**src/rtl/instruction_encoder.sv**
```systemverilog
// Packs field-level instruction requests into 32-bit MIPS words and queues them with byte addresses.
// Optional: define INSTRUCTION_ENCODER_DELAY_SLOT_NOP_EN to append a NOP after every control-transfer word.
module instruction_encoder #(
    parameter int FIFO_DEPTH = 4,
    parameter int ADDR_WIDTH = 16,
    parameter int ERR_WIDTH  = 8
) (
    input  logic                  clk,
    input  logic                  rst,
    input  logic                  in_valid,
    output logic                  in_ready,
    input  logic [1:0]            in_format,
    input  logic [5:0]            in_opcode,
    input  logic [4:0]            in_rs,
    input  logic [4:0]            in_rt,
    input  logic [4:0]            in_rd,
    input  logic [4:0]            in_shamt,
    input  logic [5:0]            in_funct,
    input  logic [15:0]           in_imm,
    input  logic [25:0]           in_target,
    input  logic                  addr_load,
    input  logic [ADDR_WIDTH-1:0] addr_value,
    output logic                  out_valid,
    input  logic                  out_ready,
    output logic [31:0]           out_word,
    output logic [ADDR_WIDTH-1:0] out_address,
    output logic [ERR_WIDTH-1:0]  illegal_count,
    output logic                  busy
);
    localparam int PTR_W   = (FIFO_DEPTH > 1) ? $clog2(FIFO_DEPTH) : 1;
    localparam int CNT_W   = PTR_W + 1;
    localparam int ENTRY_W = 32 + ADDR_WIDTH;
`ifdef INSTRUCTION_ENCODER_DELAY_SLOT_NOP_EN
    localparam int NEED_FREE = 2;
`else
    localparam int NEED_FREE = 1;
`endif

    logic [ENTRY_W-1:0]    mem [FIFO_DEPTH];
    logic [CNT_W-1:0]      count_reg;
    logic [PTR_W-1:0]      rd_ptr_reg;
    logic [PTR_W-1:0]      wr_ptr_reg;
    logic [ADDR_WIDTH-1:0] addr_reg;
    logic [ERR_WIDTH-1:0]  illegal_count_reg;
    logic                  out_valid_reg;
    logic [31:0]           out_word_reg;
    logic [ADDR_WIDTH-1:0] out_address_reg;

    logic                  accept;
    logic                  deq;
    logic                  legal;
    logic                  is_ctrl;
    logic [31:0]           word_enc;
    logic                  push0;
    logic                  push1;
    logic [ENTRY_W-1:0]    wr_data0;
    logic [ENTRY_W-1:0]    wr_data1;
    logic [PTR_W-1:0]      wr_ptr_plus1;
    logic [CNT_W-1:0]      count_next;
    logic [CNT_W-1:0]      remain;
    logic [PTR_W-1:0]      rd_ptr_next;
    logic [PTR_W-1:0]      wr_ptr_next;
    logic [ENTRY_W-1:0]    head_next;
    logic [ADDR_WIDTH-1:0] addr_step;
    logic [FIFO_DEPTH-1:0] wr_en0;
    logic [FIFO_DEPTH-1:0] wr_en1;
    logic                  addr_unused;

    assign addr_unused = ^addr_value[1:0];

    assign in_ready = !addr_load && (count_reg <= CNT_W'(FIFO_DEPTH - NEED_FREE));
    assign accept   = in_valid && in_ready;
    assign deq      = out_valid_reg && out_ready;

    always_comb begin
        legal    = 1'b0;
        word_enc = 32'h0;
        case (in_format)
            2'd0: begin
                legal    = (in_opcode == 6'h00);
                word_enc = {6'h00, in_rs, in_rt, in_rd, in_shamt, in_funct};
            end
            2'd1: begin
                legal    = !(in_opcode == 6'h00 || in_opcode == 6'h02 || in_opcode == 6'h03);
                word_enc = {in_opcode, in_rs, in_rt, in_imm};
            end
            2'd2: begin
                legal    = (in_opcode == 6'h02 || in_opcode == 6'h03);
                word_enc = {in_opcode, in_target};
            end
            default: begin
                legal    = 1'b0;
                word_enc = 32'h0;
            end
        endcase
    end

`ifdef INSTRUCTION_ENCODER_DELAY_SLOT_NOP_EN
    always_comb begin
        is_ctrl = 1'b0;
        case (in_format)
            2'd0:    is_ctrl = (in_funct == 6'h08 || in_funct == 6'h09);
            2'd1:    is_ctrl = (in_opcode == 6'h01) || (in_opcode >= 6'h04 && in_opcode <= 6'h07);
            2'd2:    is_ctrl = 1'b1;
            default: is_ctrl = 1'b0;
        endcase
    end
`else
    assign is_ctrl = 1'b0;
`endif

    assign push0     = accept && legal;
    assign push1     = push0 && is_ctrl;
    assign wr_data0  = {word_enc, addr_reg};
    assign wr_data1  = {32'h0, addr_reg + ADDR_WIDTH'(4)};
    assign addr_step = push1 ? ADDR_WIDTH'(8) : ADDR_WIDTH'(4);

    assign wr_ptr_plus1 = wr_ptr_reg + PTR_W'(1);
    assign count_next   = count_reg + CNT_W'(push0) + CNT_W'(push1) - CNT_W'(deq);
    assign remain       = count_reg - CNT_W'(deq);
    assign rd_ptr_next  = rd_ptr_reg + PTR_W'(deq);
    assign wr_ptr_next  = wr_ptr_reg + PTR_W'(push0) + PTR_W'(push1);

    // When nothing older survives the dequeue, the new head is the word being written now.
    always_comb begin
        if (count_next == '0) begin
            head_next = '0;
        end else if (remain == '0) begin
            head_next = wr_data0;
        end else begin
            head_next = mem[rd_ptr_next];
        end
    end

    genvar gi;
    generate
        for (gi = 0; gi < FIFO_DEPTH; gi++) begin : g_wr_sel
            assign wr_en0[gi] = push0 && (wr_ptr_reg == PTR_W'(gi));
            assign wr_en1[gi] = push1 && (wr_ptr_plus1 == PTR_W'(gi));
        end
    endgenerate

    always_ff @(posedge clk) begin
        for (int i = 0; i < FIFO_DEPTH; i++) begin
            if (wr_en0[i]) begin
                mem[i] <= wr_data0;
            end else if (wr_en1[i]) begin
                mem[i] <= wr_data1;
            end
        end
    end

    always_ff @(posedge clk) begin
        if (rst) begin
            count_reg         <= '0;
            rd_ptr_reg        <= '0;
            wr_ptr_reg        <= '0;
            addr_reg          <= '0;
            illegal_count_reg <= '0;
            out_valid_reg     <= 1'b0;
            out_word_reg      <= 32'h0;
            out_address_reg   <= '0;
        end else begin
            count_reg                       <= count_next;
            rd_ptr_reg                      <= rd_ptr_next;
            wr_ptr_reg                      <= wr_ptr_next;
            out_valid_reg                   <= (count_next != '0);
            {out_word_reg, out_address_reg} <= head_next;
            if (addr_load) begin
                addr_reg <= {addr_value[ADDR_WIDTH-1:2], 2'b00};
            end else if (push0) begin
                addr_reg <= addr_reg + addr_step;
            end
            if (accept && !legal && illegal_count_reg != '1) begin
                illegal_count_reg <= illegal_count_reg + ERR_WIDTH'(1);
            end
        end
    end

    assign out_valid     = out_valid_reg;
    assign out_word      = out_word_reg;
    assign out_address   = out_address_reg;
    assign illegal_count = illegal_count_reg;
    assign busy          = (count_reg != '0);
endmodule

```
**config.mk**
```make
export PLATFORM = sky130hd
export DESIGN_NAME = instruction_encoder
export DESIGN_NICKNAME = d
export VERILOG_FILES = /design/src/rtl/instruction_encoder.sv
export SDC_FILE = /design/constraint.sdc
export NUM_CORES = 1
export LEC_CHECK = 0
export CAP_MARGIN = 5
export CORE_UTILIZATION = 49
export CTS_BUF_LIST = sky130_fd_sc_hd__clkbuf_16
export DETAILED_ROUTE_END_ITERATION = 7
export HOLD_SLACK_MARGIN = 0.03
export PLACE_DENSITY = 0.88
export SYNTH_ARGS = -nofsm -noshare
export SYNTH_HDL_FRONTEND = slang
export SYNTH_SLANG_ARGS = --single-unit
```
**constraint.sdc**
```tcl
create_clock -name clk -period 5.5 [get_ports clk]
set_input_delay 0.825 -clock clk [delete_from_list [all_inputs] [get_ports clk]]
set_output_delay 0.825 -clock clk [all_outputs]
set_load 0.005 [all_outputs]
```
==> impl_metrics.toml <==
[cells_and_area]
drive_gt1_share_pct = 12.4
multi_input_area_sq_um = 3170
final_cell_mix = "edfxtp_1, clkdlybuf4s50_1, nand2_1"
layout_commonest_cell = "edfxtp_1"
antenna_cells = 0
largest_register_ffs = 184
nets = 997
area_growth_pct = 25.1
fillers = 1498
layout.area.seq_sq_um = 7050

[power]
total_power_w = 0.00555
peakVddDrop_uv = 273
power_per_cell_area_nw_per_um2 = 424
sw_frac_of_total_pct = 29.0
p_int_w = 0.00394
leakagePower_nw = 4.44
p_seq_share_pct = 42.4
pwr-share-comb_pct = 28.0
clkPwrFrac_pct = 29.6
p_sw_w = 0.00161

[critical_path]
reg2reg_depth = 13
critPathMaxFanout = 47
required_ns = 5.92
crit_type = "input port to flip-flop"
cp-end-kind = "flip-flop"
reg2reg_slack_ns = 2.26
setup.worst_path.start = "in_opcode[3]"
r2r-start = "count_reg[1]$_SDFF_PP0_"
setup.worst_path.start_class = "input port"
arrival_ns = 4.51
cp-endpoint = "out_word[16]$_SDFF_PP0_"
r2r-end = "out_word[16]$_SDFF_PP0_"

[global_route]
grt_pass1_vias = 6863
grt_pass1_wl_um = 37300
globalRouteTotalUtil_pct = 22.1
antenna_found_initial = 0
grt_max_degree = 48
grt_overflow_total = 0

[place]
dp_hpwl_um = 15000
port_buffers = 151
place_congestion = 0.825

[drt]
dr.first_iter.drc_count = 699
drc_errors = 0
firstDrtPassIters = 5
antenna_left = 0
wirelength_um = 24300
routedWlPerCell_um = 20.5
vias_per_cell = 5.77
vias = 6832

[clock_network]
htreeDepth = 1
hold_buffers = 0
clock_sinks = 260
clock_latency_ns = 0.51
clockBufferDepth = 3
cts_buffers = 25
cts.clk_slew.worst_paths_ns = 0.06
cts_resized = 0
cts_tree = "built"
postCtsSetupRepairBufs = 0
cts-root-buf = "clkbuf_16"

[sta]
tightest_slew_ns = 1.08
finalCriticalPeriod_ns = 4.08
fmax_mhz = 245
rsz0062_at_grt = "no"
setup_viol = 0
final-hold-violation-count = 0
relSlewSlack_pct = 27.8
period_share_pct = 74.3
fin_setup_tns_ns = 0
maxSlewViolCount = 0
fin_worst_skew_ns = 0.0111

[logic_synthesis]
yosys_most_used_dff = "edfxtp_1"
ys_seq_area_share_pct = 67.5
netlist_instances = 741
synth_area_sq_um = 10400
synth_cell_types = 57
syn-mean-instance-area_sq_um = 14.1
synth-seq-cells = 260
synth.top_cells.by_area = "edfxtp_1, dfxtp_1, mux4_2"
ys_warn_count = 0
synth_top_cell_by_area = "edfxtp_1"
synth-edff-count = 184
synth_async_sr_flop_share_pct = 0
synth.top_cell.area_share_pct = 52.9

[hold_path]
worstHoldStart = "illegal_count[7]$_SDFFE_PP0P_"
hold_path_class = "flip-flop to flip-flop"
holdPathStages = 2

[floorplan]
io_pins = 156
start_util_pct = 49.8
die_w_um = 148
rows = 53
dieArea_sq_um = 21900
die_h_um = 148
core_area_sq_um = 21000

[job]
maxCapViolCount = 0

[run_status]
status = "finished, final reports clean"
-- metrics by stage --
stage	setup WS [ns]	utilization (%)	hold slack [ns]	std cells	cell area, sq um
after CTS	1.50	62.3	0.499	1184	13100
after global routing	1.30	62.3	0.529	1184	13100
after floorplan	0.105	-	0.475	742	10500
after detailed placement	1.02	58.6	0.487	1139	12300
final	1.42	62.3	0.497	1184	13100
after global placement	1.05	58.6	0.481	1139	12300
-- synthesized netlist by cell type (7+ instances only) --
| library cell | n |
|---|---|
| mux2i_1 | 16 |
| inv_1 | 20 |
| nor2_1 | 15 |
| edfxtp_1 | 184 |
| and2_1 | 7 |
| buf_1 | 7 |
| ha_1 | 8 |
| or4_1 | 10 |
| a21oi_1 | 57 |
| mux4_2 | 46 |
| dfxtp_1 | 76 |
| or3_1 | 7 |
| clkbuf_1 | 21 |
| nand3_1 | 11 |
| nand2_1 | 132 |
| o31ai_1 | 8 |
| o21ai_0 | 30 |
| buf_2 | 10 |
-- critical path: stages --
cell and delay (ns):
clkdlybuf4s50_1 0.44, or4_4 0.59, o21a_1 0.25, o21ai_2 0.56, ha_1 0.36, inv_1 0.06
ha_1 0.13, inv_1 0.05, fa_1 0.37, xor2_1 0.18, a31o_2 0.27, buf_12 0.17
a21oi_1 0.20
-- layout make-up --
cell class / instances / share of cell area (%)
inverters: 21 / 0.603
clock buffers: 25 / 4.79
clock inverters: 20 / 1.21
well taps: 275 / 2.63
flip-flops and latches: 260 / 53.9
repair buffers: 166 / 12.6
multi-input cells: 417 / 24.2
-- power groups by stage --
stage | combinational [W] | clock [W] | sequential, W
finish | 0.00155 | 0.00164 | 0.00235
global route | 0.00168 | 0.00174 | 0.00236
CTS | 0.00156 | 0.00166 | 0.00235
detailed placement | 0.00154 | 0 | 0.00239
global placement | 0.00150 | 0 | 0.00239
floorplan | 0.000896 | 0 | 0.00238
-- per-layer routing --
layer	track usage, %	wire, um
met1	28.3	9550
met2	38.4	12200
met3	3.70	1960
met4	7.27	587
met5	0	0
-- worst min path at each step --
stage | end | slack [ns]
CTS | illegal_count[7]$_SDFFE_PP0P_ | 0.50
floorplan | illegal_count[7]$_SDFFE_PP0P_ | 0.48
global route | illegal_count[7]$_SDFFE_PP0P_ | 0.53
detailed placement | illegal_count[7]$_SDFFE_PP0P_ | 0.49
global placement | illegal_count[4]$_SDFFE_PP0P_ | 0.48
finish | illegal_count[7]$_SDFFE_PP0P_ | 0.50
-- logic make-up (layout without fill, tap and decap cells) --
logic type | after synthesis | in the layout | share of synthesized area [%]
flops | 260 | 260 | 67.5
fa+ha+maj | 9 | 9 | 1.15
buf+inv | 65 | 232 | 2.80
xor+xnor | 6 | 6 | 0.503
compound gates | 124 | 124 | 7.00
other cells | 1 | 2 | 0.0359
simple gates | 214 | 214 | 9.58
mux | 62 | 62 | 11.5
(Power assumes the default switching activity.)
